<file path="config.mk">
export PLATFORM = sky130hd
export DESIGN_NAME = alien_rocket_launcher_flat
export DESIGN_NICKNAME = d
export VERILOG_FILES = /design/src/rtl/alien_rocket_launcher_pkg.sv /design/src/rtl/alien_rocket_launcher_if.sv /design/src/rtl/alien_rocket_launcher_rocket_slot.sv /design/src/rtl/alien_rocket_launcher.sv /design/src/flat_wrapper.sv
export SDC_FILE = /design/constraint.sdc
export NUM_CORES = 1
export LEC_CHECK = 0
export CELL_PAD_IN_SITES_DETAIL_PLACEMENT = 1
export CELL_PAD_IN_SITES_GLOBAL_PLACEMENT = 1
export CORE_MARGIN = 2
export CORE_UTILIZATION = 30
export CTS_CLUSTER_SIZE = 20
export DETAILED_ROUTE_END_ITERATION = 12
export PLACE_DENSITY_LB_ADDON = 0.2
export REMOVE_ABC_BUFFERS = 1
export SYNTH_ARGS = -nofsm -noshare
export SYNTH_HDL_FRONTEND = slang
export SYNTH_HIERARCHICAL = 1
export SYNTH_SLANG_ARGS = --single-unit
</file>
<file path="constraint.sdc">
create_clock -name clk -period 4.15 [get_ports clk]
set_input_delay 0.83 -clock clk [delete_from_list [all_inputs] [get_ports clk]]
set_output_delay 0.83 -clock clk [all_outputs]
set_load 0.03 [all_outputs]
</file>
<file path="src/rtl/alien_rocket_launcher_pkg.sv">
// Shared types and screen constants for the alien rocket launcher.
// Optional feature macro used by the design: ROCKET_HOMING_EN.
package alien_rocket_pkg;

    // 640x480 visible area.
    localparam int SCREEN_W      = 640;
    localparam int SCREEN_H      = 480;
    localparam int SCREEN_BOTTOM = 479;

    typedef logic [10:0] coord_t;

    typedef enum logic [1:0] {
        IDLE   = 2'd0,
        FLYING = 2'd1,
        HIT    = 2'd2
    } rocket_state_t;

    // Widen a screen coordinate so sums near the screen edge cannot wrap.
    function automatic logic [11:0] ext12(input coord_t v);
        return {1'b0, v};
    endfunction

endpackage

</file>
<file path="src/rtl/alien_rocket_launcher_if.sv">
// Launch handshake between the alien-grid shooter selector (master) and
// the rocket launcher (slave).
//
// Handshake: launchValid/launchX/launchY are held by the master while it
// has a candidate. launchAck is a one-cycle pulse from the slave meaning
// "this candidate was taken this cycle"; it can only rise in a cycle with
// startOfFrame high. A candidate without an ack is simply not taken and
// the master may keep or change it.
interface alien_rocket_launcher_if;
    import alien_rocket_pkg::*;

    logic   launchValid;
    coord_t launchX;
    coord_t launchY;
    logic   launchAck;

    modport master (
        output launchValid,
        output launchX,
        output launchY,
        input  launchAck
    );

    modport slave (
        input  launchValid,
        input  launchX,
        input  launchY,
        output launchAck
    );

endinterface

</file>
<file path="src/rtl/alien_rocket_launcher_rocket_slot.sv">
// One rocket slot: IDLE/FLYING/HIT state machine, position, registered
// pixel-cover test and the sticky per-frame hit bit.
// With ROCKET_HOMING_EN defined, x steps one pixel per frame toward player_x_i.
module rocket_slot
    import alien_rocket_pkg::*;
#(
    parameter int ROCKET_W      = 4,
    parameter int ROCKET_H      = 12,
    parameter int ROCKET_SPEED  = 4,
    parameter int BOTTOM_Y      = SCREEN_BOTTOM
) (
    input  logic          clk,
    input  logic          rst_n,
    input  logic          start_of_frame,
    input  logic          launch_i,
    input  coord_t        launch_x_i,
    input  coord_t        launch_y_i,
    input  coord_t        pixel_x_i,
    input  coord_t        pixel_y_i,
    input  logic          player_draw_i,
`ifdef ROCKET_HOMING_EN
    input  coord_t        player_x_i,
`endif
    output logic          draw_o,
    output logic          hit_o,
    output logic          active_o,
    output rocket_state_t state_o
);

    rocket_state_t state_q, state_d;
    coord_t        x_q, x_d;
    coord_t        y_q, y_d;
    logic          cover_q, cover_d;
    logic          hit_q, hit_d;

    logic [11:0]   y_moved;
    logic [11:0]   launch_y_ext;
    logic          in_x;
    logic          in_y;
    logic          collide;

    // Cover test, collision detect and next-state/coordinate update.
    always_comb begin
        state_d      = state_q;
        x_d          = x_q;
        y_d          = y_q;
        hit_d        = hit_q;

        y_moved      = ext12(y_q) + 12'(ROCKET_SPEED);
        launch_y_ext = ext12(launch_y_i) + 12'(ROCKET_H);

        in_x    = (ext12(pixel_x_i) >= ext12(x_q)) &&
                  (ext12(pixel_x_i) <  ext12(x_q) + 12'(ROCKET_W));
        in_y    = (ext12(pixel_y_i) >= ext12(y_q)) &&
                  (ext12(pixel_y_i) <  ext12(y_q) + 12'(ROCKET_H));
        cover_d = (state_q == FLYING) && in_x && in_y;

        // cover_q belongs to the pixel the player request is aligned with.
        collide = cover_q && (state_q == FLYING) && player_draw_i;

        case (state_q)
            IDLE: begin
                hit_d = 1'b0;
                if (launch_i) begin
                    state_d = FLYING;
                    x_d     = launch_x_i;
                    y_d     = launch_y_ext[10:0];
                end
            end
            FLYING: begin
                // A collision beats a coincident frame step: no move.
                if (collide) begin
                    state_d = HIT;
                    hit_d   = 1'b1;
                end else if (start_of_frame) begin
                    if (y_moved >= 12'(BOTTOM_Y)) begin
                        state_d = IDLE;
                    end else begin
                        y_d = y_moved[10:0];
`ifdef ROCKET_HOMING_EN
                        if (x_q < player_x_i) begin
                            x_d = x_q + 11'd1;
                        end else if (x_q > player_x_i) begin
                            x_d = x_q - 11'd1;
                        end
`endif
                    end
                end
            end
            HIT: begin
                if (start_of_frame) begin
                    state_d = IDLE;
                    hit_d   = 1'b0;
                end
            end
            default: begin
                state_d = IDLE;
                hit_d   = 1'b0;
            end
        endcase
    end

    // Slot state, position, cover and hit registers.
    always_ff @(posedge clk or negedge rst_n) begin
        if (!rst_n) begin
            state_q <= IDLE;
            x_q     <= '0;
            y_q     <= '0;
            cover_q <= 1'b0;
            hit_q   <= 1'b0;
        end else begin
            state_q <= state_d;
            x_q     <= x_d;
            y_q     <= y_d;
            cover_q <= cover_d;
            hit_q   <= hit_d;
        end
    end

    // Only a slot still flying is drawn; this also masks the stale cover
    // bit in the cycle the slot turns HIT.
    assign draw_o   = cover_q && (state_q == FLYING);
    assign hit_o    = hit_q;
    assign active_o = (state_q != IDLE);
    assign state_o  = state_q;

endmodule

</file>
<file path="src/rtl/alien_rocket_launcher.sv">
// Alien rocket launcher: NUM_ROCKETS rocket slots, a lowest-free-slot launch
// arbiter and a frame cooldown between launches.
// Optional feature macro: ROCKET_HOMING_EN (adds playerX; rockets drift
// one pixel per frame toward it).
module alien_rocket_launcher
    import alien_rocket_pkg::*;
#(
    parameter int NUM_ROCKETS     = 3,
    parameter int ROCKET_W        = 4,
    parameter int ROCKET_H        = 12,
    parameter int ROCKET_SPEED    = 4,
    parameter int BOTTOM_Y        = SCREEN_BOTTOM,
    parameter int COOLDOWN_FRAMES = 40
) (
    input  logic                     clk,
    input  logic                     resetN,
    input  logic                     startOfFrame,
    input  coord_t                   pixelX,
    input  coord_t                   pixelY,
    input  logic                     playerDrawingRequest,
`ifdef ROCKET_HOMING_EN
    input  coord_t                   playerX,
`endif
    alien_rocket_launcher_if.slave   launch_if,
    output logic                     rocketDrawingRequest,
    output logic [NUM_ROCKETS-1:0]   playerHitByRocket,
    output logic [NUM_ROCKETS-1:0]   activeRockets
);

    localparam int CD_W = $clog2(COOLDOWN_FRAMES + 1);

    logic [CD_W-1:0]        cooldown_q, cooldown_d;
    logic [NUM_ROCKETS-1:0] idle_vec;
    logic [NUM_ROCKETS-1:0] launch_sel;
    logic [NUM_ROCKETS-1:0] draw_vec;
    logic                   launch_fire;
    logic                   slot_found;
    rocket_state_t          slot_state [NUM_ROCKETS];

    // Lowest-index idle slot; a launch is fired only when every condition
    // holds in the same startOfFrame cycle (and never while in reset).
    always_comb begin
        launch_sel = '0;
        slot_found = 1'b0;
        for (int i = 0; i < NUM_ROCKETS; i++) begin
            if (idle_vec[i] && !slot_found) begin
                launch_sel[i] = 1'b1;
                slot_found    = 1'b1;
            end
        end
        launch_fire = resetN && startOfFrame && launch_if.launchValid &&
                      (cooldown_q == '0) && slot_found;
    end

    // Cooldown: reload on launch, otherwise count frames down to zero.
    always_comb begin
        cooldown_d = cooldown_q;
        if (launch_fire) begin
            cooldown_d = CD_W'(COOLDOWN_FRAMES);
        end else if (startOfFrame && (cooldown_q != '0)) begin
            cooldown_d = cooldown_q - CD_W'(1);
        end
    end

    // Cooldown register.
    always_ff @(posedge clk or negedge resetN) begin
        if (!resetN) begin
            cooldown_q <= '0;
        end else begin
            cooldown_q <= cooldown_d;
        end
    end

    for (genvar g = 0; g < NUM_ROCKETS; g++) begin : g_slot
        rocket_slot #(
            .ROCKET_W     (ROCKET_W),
            .ROCKET_H     (ROCKET_H),
            .ROCKET_SPEED (ROCKET_SPEED),
            .BOTTOM_Y     (BOTTOM_Y)
        ) u_slot (
            .clk            (clk),
            .rst_n          (resetN),
            .start_of_frame (startOfFrame),
            .launch_i       (launch_fire && launch_sel[g]),
            .launch_x_i     (launch_if.launchX),
            .launch_y_i     (launch_if.launchY),
            .pixel_x_i      (pixelX),
            .pixel_y_i      (pixelY),
            .player_draw_i  (playerDrawingRequest),
`ifdef ROCKET_HOMING_EN
            .player_x_i     (playerX),
`endif
            .draw_o         (draw_vec[g]),
            .hit_o          (playerHitByRocket[g]),
            .active_o       (activeRockets[g]),
            .state_o        (slot_state[g])
        );

        assign idle_vec[g] = (slot_state[g] == IDLE);
    end

    assign launch_if.launchAck = launch_fire;
    assign rocketDrawingRequest = |draw_vec;

endmodule

</file>
<file path="src/flat_wrapper.sv">
// flat-port wrapper written by rule: the top's interface ports become plain ports
module alien_rocket_launcher_flat import alien_rocket_pkg::*;
#(
    parameter int NUM_ROCKETS     = 3,
    parameter int ROCKET_W        = 4,
    parameter int ROCKET_H        = 12,
    parameter int ROCKET_SPEED    = 4,
    parameter int BOTTOM_Y        = SCREEN_BOTTOM,
    parameter int COOLDOWN_FRAMES = 40
)
  (clk, resetN, startOfFrame, pixelX, pixelY, playerDrawingRequest, rocketDrawingRequest, playerHitByRocket, activeRockets, launch_if_launchValid, launch_if_launchX, launch_if_launchY, launch_if_launchAck);
  alien_rocket_launcher_if launch_if_i ();
  input  logic clk;
  input  logic resetN;
  input  logic startOfFrame;
  input  coord_t pixelX;
  input  coord_t pixelY;
  input  logic playerDrawingRequest;
  output logic rocketDrawingRequest;
  output logic [NUM_ROCKETS-1:0] playerHitByRocket;
  output logic [NUM_ROCKETS-1:0] activeRockets;
  input wire logic [$bits(launch_if_i.launchValid)-1:0] launch_if_launchValid;
  input wire logic [$bits(launch_if_i.launchX)-1:0] launch_if_launchX;
  input wire logic [$bits(launch_if_i.launchY)-1:0] launch_if_launchY;
  output wire logic [$bits(launch_if_i.launchAck)-1:0] launch_if_launchAck;
  assign launch_if_i.launchValid = launch_if_launchValid;
  assign launch_if_i.launchX = launch_if_launchX;
  assign launch_if_i.launchY = launch_if_launchY;
  assign launch_if_launchAck = launch_if_i.launchAck;
  alien_rocket_launcher #(.NUM_ROCKETS(NUM_ROCKETS), .ROCKET_W(ROCKET_W), .ROCKET_H(ROCKET_H), .ROCKET_SPEED(ROCKET_SPEED), .BOTTOM_Y(BOTTOM_Y), .COOLDOWN_FRAMES(COOLDOWN_FRAMES)) u_core (.clk(clk), .resetN(resetN), .startOfFrame(startOfFrame), .pixelX(pixelX), .pixelY(pixelY), .playerDrawingRequest(playerDrawingRequest), .launch_if(launch_if_i), .rocketDrawingRequest(rocketDrawingRequest), .playerHitByRocket(playerHitByRocket), .activeRockets(activeRockets));
endmodule
</file>
==> flow_summary.ini <==
[cells_and_area]
antenna_cells = 0
design_area_um2 = 9650
area_growth_syn_to_layout_pct = 15.3
layout.nets = 1210
final_util_pct = 34.9
stdcell_count = 1408
drive_gt1_share_pct = 7.38
nFillCells = 3270

[logic_synthesis]
synth-edff-count = 0
netlist_instances = 972
synth_top_area_share_pct = 25.1
ys.flop_type = dfrtp_1
synthArstFlopShare_pct = 100
synth.cell_area_um2 = 8370
synth_cell_type_count = 84
ys_ff_latch = 84
avgSynthCellArea_um2 = 8.61
yosys.area.top_type = dfrtp_1
synth_commonest_cells = ha_1 (136), nand2_1 (97), inv_1 (88)
synth_most_common_cell = ha_1
ys_warn_count = 6
seq_area_frac_synth_pct = 25.1
ys_top_cells_by_area = dfrtp_1 (25%), ha_1 (20%), xnor2_1 (5.2%)

[floorplanning]
boundaryPins = 57
initial_utilization_pct = 30.3
fp.dieW_um = 171
core.rowCount = 61
die_h_um = 171
coreArea_um2 = 27600
die_area_um2 = 29200

[route]
wl_per_cell_um = 19.5
antenna_left = 0
dr.pass1.iters = 5
first_iter_violations = 404
drc_errors = 0
routed_wl_um = 27500
num_vias = 7367
via_per_inst = 5.23

[run_status]
outcome = finished clean

[power_and_ir_drop]
ir_drop_mv = 0.183
switchingPower_uw = 1270
power_frac_clock_pct = 27.8
power_leakage_uw = 0.00427
swShare_pct = 37.9
power_frac_seq_pct = 32.5
combPwrFrac_pct = 39.8
p_int_uw = 2080
power_density_nw_per_um2 = 347

[sta]
finalSetupViolations = 0
slew_viol_final = 0
period_share_pct = 83.7
worst_slew_pin_slew_ps = 793
hold_violations = 0
relSlewSlack_pct = 46.7
fin_skew_ps = 12.6
fin_setup_tns_ps = 0
fin_hold_ws_ps = 274
rsz0062_at_grt = false
max_freq_mhz = 288
post-route-min-period_ps = 3470

[clock_tree]
cts_tree = yes
clock-root-buffer = clkbuf_16
cts_max_path_buffers = 2
htree_levels = 3
clkTransAtPathRegs_ps = 70
numCtsBuffers = 9
hold_buffers = 0
insertion_delay_ps = 350
cts.sinks = 84
cts_resized = 0
postCtsSetupBuffers = 0

[critical_path]
critPathKind = input pin to output pin
crit_path_end_kind = output pin
startpoint_type = input pin
cp_data_arrival_time_ps = 2640
cp_max_fo = 5
crit_required_ps = 3320

[placed_design]
placed_area_um2 = 9320
io_buffers = 56
place_hpwl_um = 21400
gp_congestion = 0.824
placedCellCount = 1392

[grt]
grt_max_degree = 48
grt-ovfl-total = 0
grt.total_usage_pct = 19.8
grt_antenna_before_repair = 0
grt_pass1_wl_um = 44400
grt_pass1_vias = 7687

[min_path]
hold_class = input pin to async pin

[run]
cap_violations = 0
-- routing by layer --
layer / global-route usage [%] / vias to the layer above / part of all wire, %
met5: 0 / - / 0
met4: 4.24 / 0 / 1.1
met3: 2.20 / 13 / 3.2
met2: 30.5 / 106 / 43
met1: 29.5 / 3603 / 52
li1: - / 3645 / -
-- registers in the layout (all words and copies together), names as in the netlist --
name                          cells
u_core/g_slot.u_slot/x_q         33
u_core/g_slot.u_slot/hit_o        3
u_core/g_slot.u_slot/state_o      6
u_core/cooldown_q                 6
u_core/g_slot.u_slot/cover_q      3
u_core/g_slot.u_slot/y_q         33
-- power by group through the flow --
stage / clock [uW] / sequential, uW / combinational [uW]
6_report: 929 / 1090 / 1330
2_1_floorplan: 0 / 1050 / 924
3_5_place_dp: 0 / 1100 / 1330
5_1_grt: 982 / 1100 / 1520
4_1_cts: 952 / 1080 / 1340
3_3_place_gp: 0 / 1100 / 1300
-- layout make-up --
| class | instances | area (um2) | area share, % |
|---|---|---|---|
| clock inverter | 6 | 86.3 | 0.895 |
| clock buffer | 10 | 239 | 2.48 |
| sequential | 84 | 2100 | 21.8 |
| timing repair buffer | 67 | 641 | 6.64 |
| inverter | 92 | 373 | 3.86 |
| tap | 378 | 473 | 4.90 |
| multi-input combinational | 771 | 5730 | 59.4 |
-- worst max-delay path, cell delays in order --
cell and delay (ps):
clkdlybuf4s50_1 480, nand2_1 140, a2111oi_4 440, clkdlybuf4s50_1 750
-- layout by cell type, fill, tap and decap left out, types with 14 or more instances in the layout --
cell type,n
nand2_1,97
ha_1,136
nand2b_1,14
o21ai_0,80
dfrtp_1,84
a21oi_1,41
nor3_1,26
nand3_1,49
xnor2_1,50
inv_1,88
nor2_1,37
xor2_1,20
clkdlybuf4s50_1,55
-- worst paths after layout --
kind,to,startpoint,slack (ps),depth (start not counted)
worst max-delay path,launch_if_launchAck,startOfFrame,680,4
worst min-delay path,u_core/g_slot[0].u_slot/x_q[2]$_DFFE_PN0P_,resetN,270,1
worst max register to register,u_core/g_slot[1].u_slot/cover_q$_DFF_PN0_,u_core/g_slot[1].u_slot/x_q[4]$_DFFE_PN0P_,950,10
worst min register to register,u_core/g_slot[1].u_slot/x_q[0]$_DFFE_PN0P_,u_core/g_slot[1].u_slot/x_q[0]$_DFFE_PN0P_,500,2
max in group asynchronous,u_core/g_slot[0].u_slot/y_q[4]$_DFFE_PN0P_,resetN,2460,3
min in group clk,u_core/g_slot[1].u_slot/x_q[0]$_DFFE_PN0P_,u_core/g_slot[1].u_slot/x_q[0]$_DFFE_PN0P_,500,2
-- logic make-up (layout without fill, tap and decap cells) --
group | Yosys count | after routing | share of synthesized area (%)
compound gates | 243 | 243 | 20.3
xor+xnor | 70 | 70 | 7.33
fa+ha+maj | 136 | 136 | 20.3
buf+inv | 117 | 175 | 6.43
flops | 84 | 84 | 25.1
mux | 7 | 7 | 0.882
simple gates | 315 | 315 | 19.6
-- through the flow --
stage                     power [uW]  setup slack (ps)
after floorplan                 1970              1010
after global placement          2400               637
after detailed placement        2430               599
after CTS                       3370               645
after global routing            3610               569
final                           3340               677
(Power assumes the default switching activity.)
